**src/rtl/fm_pkg.sv**
```systemverilog
// Shared feature-map buffer parameters and sequencer state encoding, common to
// the write controller, the read sequencer and the read-port mux.
package fm_pkg;

    localparam int NUM_KERNELS = 8;
    localparam int FM_DEPTH    = 64;
    localparam int ADDR_W      = 6;
    localparam int SEL_W       = 3;
    localparam int IDX_W       = 9;
    localparam int RD_LATENCY  = 2;

    typedef enum logic [1:0] {
        IDLE,
        READ,
        DRAIN,
        DONE
    } fm_state_e;

    // Counter width for values 0..x-1, never narrower than one bit.
    function automatic int fm_clog2(input int x);
        return (x <= 2) ? 1 : $clog2(x);
    endfunction

endpackage

```
**src/rtl/fm_tag_delay.sv**
```systemverilog
// Fixed-depth delay line that carries the per-issue {valid,first,last,index} tag
// so it lines up with data leaving the RAM + read-port mux.
module fm_tag_delay #(
    parameter int W     = 12,
    parameter int DEPTH = 2
) (
    input  logic         clock,
    input  logic         reset,
    input  logic [W-1:0] din,
    output logic [W-1:0] dout
);

    logic [DEPTH-1:0][W-1:0] pipe_q, pipe_d;

    always_comb begin
        pipe_d    = pipe_q;
        pipe_d[0] = din;
        for (int i = 1; i < DEPTH; i++) begin
            pipe_d[i] = pipe_q[i-1];
        end
    end

    always_ff @(posedge clock) begin
        if (reset) begin
            pipe_q <= '0;
        end else begin
            pipe_q <= pipe_d;
        end
    end

    assign dout = pipe_q[DEPTH-1];

endmodule

```
**src/rtl/fm_read_sequencer.sv**
```systemverilog
// Read-side sweep of all feature-map buffers: drives shared address / mux select
// and emits a tagged pixel stream aligned with the mux output.
module fm_read_sequencer #(
    parameter int NUM_KERNELS = fm_pkg::NUM_KERNELS,
    parameter int FM_DEPTH    = fm_pkg::FM_DEPTH,
    parameter int ADDR_W      = fm_pkg::ADDR_W,
    parameter int SEL_W       = fm_pkg::SEL_W,
    parameter int IDX_W       = fm_pkg::IDX_W,
    parameter int RD_LATENCY  = fm_pkg::RD_LATENCY
) (
    input  logic              clock,
    input  logic              reset,
    input  logic              start,
    output logic [ADDR_W-1:0] addr,
    output logic [SEL_W-1:0]  ram_select,
    output logic              feature_valid,
    output logic              feature_first,
    output logic              feature_last,
    output logic [IDX_W-1:0]  weight_index,
    output logic              busy,
    output logic              buffer_release,
    output logic              product_rdy
);

    import fm_pkg::*;

    localparam int DCNT_W = fm_clog2(RD_LATENCY);
    localparam int TAG_W  = IDX_W + 3;

    fm_state_e          state_q, state_d;
    logic [ADDR_W-1:0]  addr_q, addr_d;
    logic [SEL_W-1:0]   sel_q, sel_d;
    logic [IDX_W-1:0]   idx_q, idx_d;
    logic [DCNT_W-1:0]  drain_q, drain_d;
    logic               release_q, release_d;

    logic               issue;
    logic               last_issue;
    logic [TAG_W-1:0]   tag_in, tag_out;

    assign issue      = (state_q == READ);
    assign last_issue = issue && (addr_q == ADDR_W'(FM_DEPTH - 1))
                              && (sel_q == SEL_W'(NUM_KERNELS - 1));

    always_comb begin
        state_d   = state_q;
        addr_d    = addr_q;
        sel_d     = sel_q;
        idx_d     = idx_q;
        drain_d   = drain_q;
        release_d = 1'b0;
        case (state_q)
            IDLE: begin
                addr_d = '0;
                sel_d  = '0;
                idx_d  = '0;
                if (start) begin
                    state_d = READ;
                end
            end
            READ: begin
                if (last_issue) begin
                    // Hold the terminal address; every read has now been issued.
                    state_d   = DRAIN;
                    drain_d   = DCNT_W'(RD_LATENCY - 1);
                    release_d = 1'b1;
                end else begin
                    idx_d = idx_q + IDX_W'(1);
                    if (addr_q == ADDR_W'(FM_DEPTH - 1)) begin
                        addr_d = '0;
                        sel_d  = sel_q + SEL_W'(1);
                    end else begin
                        addr_d = addr_q + ADDR_W'(1);
                    end
                end
            end
            DRAIN: begin
                if (drain_q == '0) begin
                    state_d = DONE;
                end else begin
                    drain_d = drain_q - DCNT_W'(1);
                end
            end
            DONE: begin
                state_d = IDLE;
                addr_d  = '0;
                sel_d   = '0;
                idx_d   = '0;
            end
            default: begin
                state_d = IDLE;
            end
        endcase
    end

    always_ff @(posedge clock) begin
        if (reset) begin
            state_q   <= IDLE;
            addr_q    <= '0;
            sel_q     <= '0;
            idx_q     <= '0;
            drain_q   <= '0;
            release_q <= 1'b0;
        end else begin
            state_q   <= state_d;
            addr_q    <= addr_d;
            sel_q     <= sel_d;
            idx_q     <= idx_d;
            drain_q   <= drain_d;
            release_q <= release_d;
        end
    end

    // Index is zeroed outside READ so the delayed tag is all-zero when not valid.
    assign tag_in = {issue, issue && (idx_q == '0), last_issue, issue ? idx_q : '0};

    fm_tag_delay #(
        .W     (TAG_W),
        .DEPTH (RD_LATENCY)
    ) u_tag_delay (
        .clock (clock),
        .reset (reset),
        .din   (tag_in),
        .dout  (tag_out)
    );

    assign addr           = addr_q;
    assign ram_select     = sel_q;
    assign feature_valid  = tag_out[IDX_W+2];
    assign feature_first  = tag_out[IDX_W+1];
    assign feature_last   = tag_out[IDX_W];
    assign weight_index   = tag_out[IDX_W-1:0];
    assign busy           = (state_q != IDLE);
    assign buffer_release = release_q;
    assign product_rdy    = (state_q == DONE);

endmodule

```
**config.mk**
```make
export PLATFORM = sky130hd
export DESIGN_NAME = fm_read_sequencer
export DESIGN_NICKNAME = d
export VERILOG_FILES = /design/src/rtl/fm_pkg.sv /design/src/rtl/fm_tag_delay.sv /design/src/rtl/fm_read_sequencer.sv
export SDC_FILE = /design/constraint.sdc
export NUM_CORES = 1
export LEC_CHECK = 0
export CAP_MARGIN = 30
export CORE_MARGIN = 4
export CORE_UTILIZATION = 47
export DETAILED_ROUTE_END_ITERATION = 7
export HOLD_SLACK_MARGIN = 0.02
export PLACE_DENSITY = 0.8
export SYNTH_ARGS = -nofsm -noshare
export SYNTH_HDL_FRONTEND = slang
export SYNTH_SLANG_ARGS = --single-unit
```
**constraint.sdc**
```tcl
create_clock -name clock -period 1.7 [get_ports clock]
set_input_delay 0.255 -clock clock [delete_from_list [all_inputs] [get_ports clock]]
set_output_delay 0.255 -clock clock [all_outputs]
set_load 0.1 [all_outputs]
```
==> out/results.tsv <==
metric	value	unit
initial_core_util	49.1	%
overflow	0	
ys_types	45	
clockBufferDepth	2	
synth_seq_cells	46	
die_y	70.3	um
wl_per_cell	16.5	um
viasPerCell	5.53	
grt.total_usage	18.7	%
routed_wl	4610	um
first_pass_iters	4	
synth-main-ff-cell	dfxtp_1	
netlist_instances	186	
synth_common_cells	dfxtp_1 (46), a21oi_1 (14), nor2b_1 (13)	
fin_worst_skew	0.0144	ns
status	complete, but fails checks	
clk_latency	0.31	ns
p_total	3.88	mW
grt_pass1_wl	7290	um
critPathBufInv	1	
clock-sinks	46	
ys_warn_count	0	
hold_viol	0	
io_pins	27	
cpMostUsedCell	ha_4	
vias	1544	
synth-edff-count	0	
post-route-drc-count	0	
grt_max_degree	20	
diodes	0	
crit_required	1.94	ns
fin_cells	279	
cp_slowest_cell	or4_4	
synth_area_per_cell	9.80	um2
final-seq-area	952	um2
worst_slew_pin_slew	0.474	ns
path_cells	ha_4 > ha_4 > nand4_4 > o21ai_4 > buf_6 > or4_4 > a21oi_2	
fillers	229	
cts_max_level	2	
synth_most_common_cell	dfxtp_1	
area_growth	49.3	%
crit_fanout	6	
final.period_utilization	102	%
arrival	1.98	ns
critPathMaxStageDelay	0.51	ns
antenna_found_initial	0	
synth_adder_area_share	6.18	%
rows	22	
synthTopCellsByArea	dfxtp_1 (51%), ha_1 (6.2%), nor2b_1 (4.5%)	
synthMuxAreaShare	1.10	%
cts.clk_slew.worst_paths	0.09	ns
grt_pass1_vias	1519	
initialDrtViolationCount	92	
p_per_area	1420	mW/mm2
final_antenna_net_count	0	
dpl.hpwl	2860	um
cap_violations	0	
min_path_type	reg -> reg	
synth-xor-area-share	0.480	%
synth_top_cell_by_area	dfxtp_1	
multi_input_area	922	um2
die_w	70.3	um
core_area	0.00372	mm2
gp_congestion	0.885	
layout_min_cycle_time	1.74	ns
tns	-0.0521	ns
synth_top_area_share	50.5	%
port_buffers	26	
synth_area	0.00182	mm2
holdBufCountCts	0	
failed_checks	setup timing	
synth-compound-area-share	13.7	%
synth_top_family_by_area	simple AND/OR/NAND/NOR gates	
crit_family	simple AND/OR/NAND/NOR gates	
nNetsFinal	242	
die-area	0.00494	mm2
critical_path.startpoint_type	flip-flop	
yosys.area_share.simple	23.7	%
drv_slew	0	
cts-root-buf	clkbuf_8	
yosysSeqAreaShare	50.5	%
max_slew_margin	68.3	%
cts_buffers	5	
path_class	reg -> reg	
async_reset_ff_share	0	%
syn-num-nets	198	
rsz0062_at_grt	true	
drive_gt1_share	36.4	%
dp.cells	268	
ir_worst_vdd	1.28	mV
finalSetupViolations	2	
leakage	0.996	nW
endpoint_kind	flip-flop	
timing.final.ws_setup	-0.0380	ns
cts_tree	yes	
fmax	575	MHz
## timing repair
item                                    CTS  global route
pin swaps                                 0             8
gates cloned                              0             0
gates resized for setup                   6            13
buffers inserted                          0             3
endpoints found under the setup margin   10            14
## worst paths after layout
kind                          start              endpoint  cells past startpoint  slack (ns)
max                   ram_select[1]              idx_q[7]                      7       -0.04
min          u_tag_delay.pipe_d[22]  u_tag_delay.dout[10]                      1        0.44
max reg2reg           ram_select[1]              idx_q[7]                      7       -0.04
min reg2reg  u_tag_delay.pipe_d[22]  u_tag_delay.dout[10]                      1        0.44
## placed cells by master, fill, tap and decap left out, drive strengths merged
| master | count |
|---|---|
| nand2b | 1 |
| clkdlybuf4s50 | 2 |
| nand4 | 2 |
| clkinvlp | 1 |
| o22ai | 1 |
| o211ai | 1 |
| inv | 11 |
| nor2 | 9 |
| a2bb2oi | 1 |
| a21oi | 14 |
| buf | 42 |
| clkbuf | 7 |
| o32ai | 1 |
| a22oi | 1 |
| o21ai | 3 |
| nand2 | 10 |
| or2b | 1 |
| and3 | 2 |
| a31o | 1 |
| a211oi | 1 |
| ha | 9 |
| nand3 | 7 |
| a21o | 1 |
| mux2i | 2 |
| o31ai | 6 |
| xnor2 | 1 |
| nor4 | 1 |
| or2 | 2 |
| or4 | 8 |
| nor4b | 1 |
| o21bai | 2 |
| or3b | 2 |
| a31oi | 2 |
| and2 | 6 |
| nor3 | 7 |
| or3 | 1 |
| dfxtp | 46 |
| a32oi | 1 |
| nor2b | 13 |
| a311oi | 1 |
## routing by layer
| layer | part of all wire [%] | track usage [%] | up-vias |
|---|---|---|---|
| met3 | 6.2 | 5.18 | 13 |
| li1 | - | - | 746 |
| met5 | 0 | 0 | - |
| met2 | 52 | 32.1 | 59 |
| met1 | 39 | 21.4 | 726 |
| met4 | 2.8 | 8.30 | 0 |
## state kept, by name (all words and copies together), names as in the netlist
signal and cells:
state_q 2, drain_q 1, u_tag_delay.pipe_d 12, ram_select 3, idx_q 9, buffer_release 1, addr 6, u_tag_delay.dout 12
## layout make-up
class                      instances  area share (%)
inverter                          11            1.65
clock buffer                       7            3.58
timing repair buffer              44            23.5
clock inverter                     1           0.230
multi-input combinational        122            33.9
sequential                        46            35.0
tap                               48            2.21
## logic make-up (layout without fill, tap and decap cells)
family | Yosys count | after routing
buffers and inverters | 18 | 63
AO/OA/AOI/OAI | 37 | 37
multiplexers | 2 | 2
AND/OR/NAND/NOR | 73 | 73
flip-flops | 46 | 46
XOR/XNOR | 1 | 1
adder cells (fa/ha/maj) | 9 | 9
## metrics by stage
step           util [%]  cell area, um2  hold WS (ns)  setup WS, ns
2_1_floorplan         -            1890         0.414       -0.0955
3_3_place_gp       67.8            2520         0.416       0.00378
3_5_place_dp       67.8            2520         0.425       -0.0798
4_1_cts            71.3            2650         0.445        0.0129
5_1_grt            73.3            2720         0.452        -0.105
6_report           73.3            2720         0.442       -0.0380
## power breakdown
group / internal [mW] / total, mW / leakage, nW / switching [mW]
Combinational: 0.758 / 1.86 / 0.563 / 1.11
Clock: 0.381 / 0.753 / 0.0539 / 0.372
Sequential: 1.19 / 1.26 / 0.379 / 0.0751
Power figures use the tool's default switching activity.
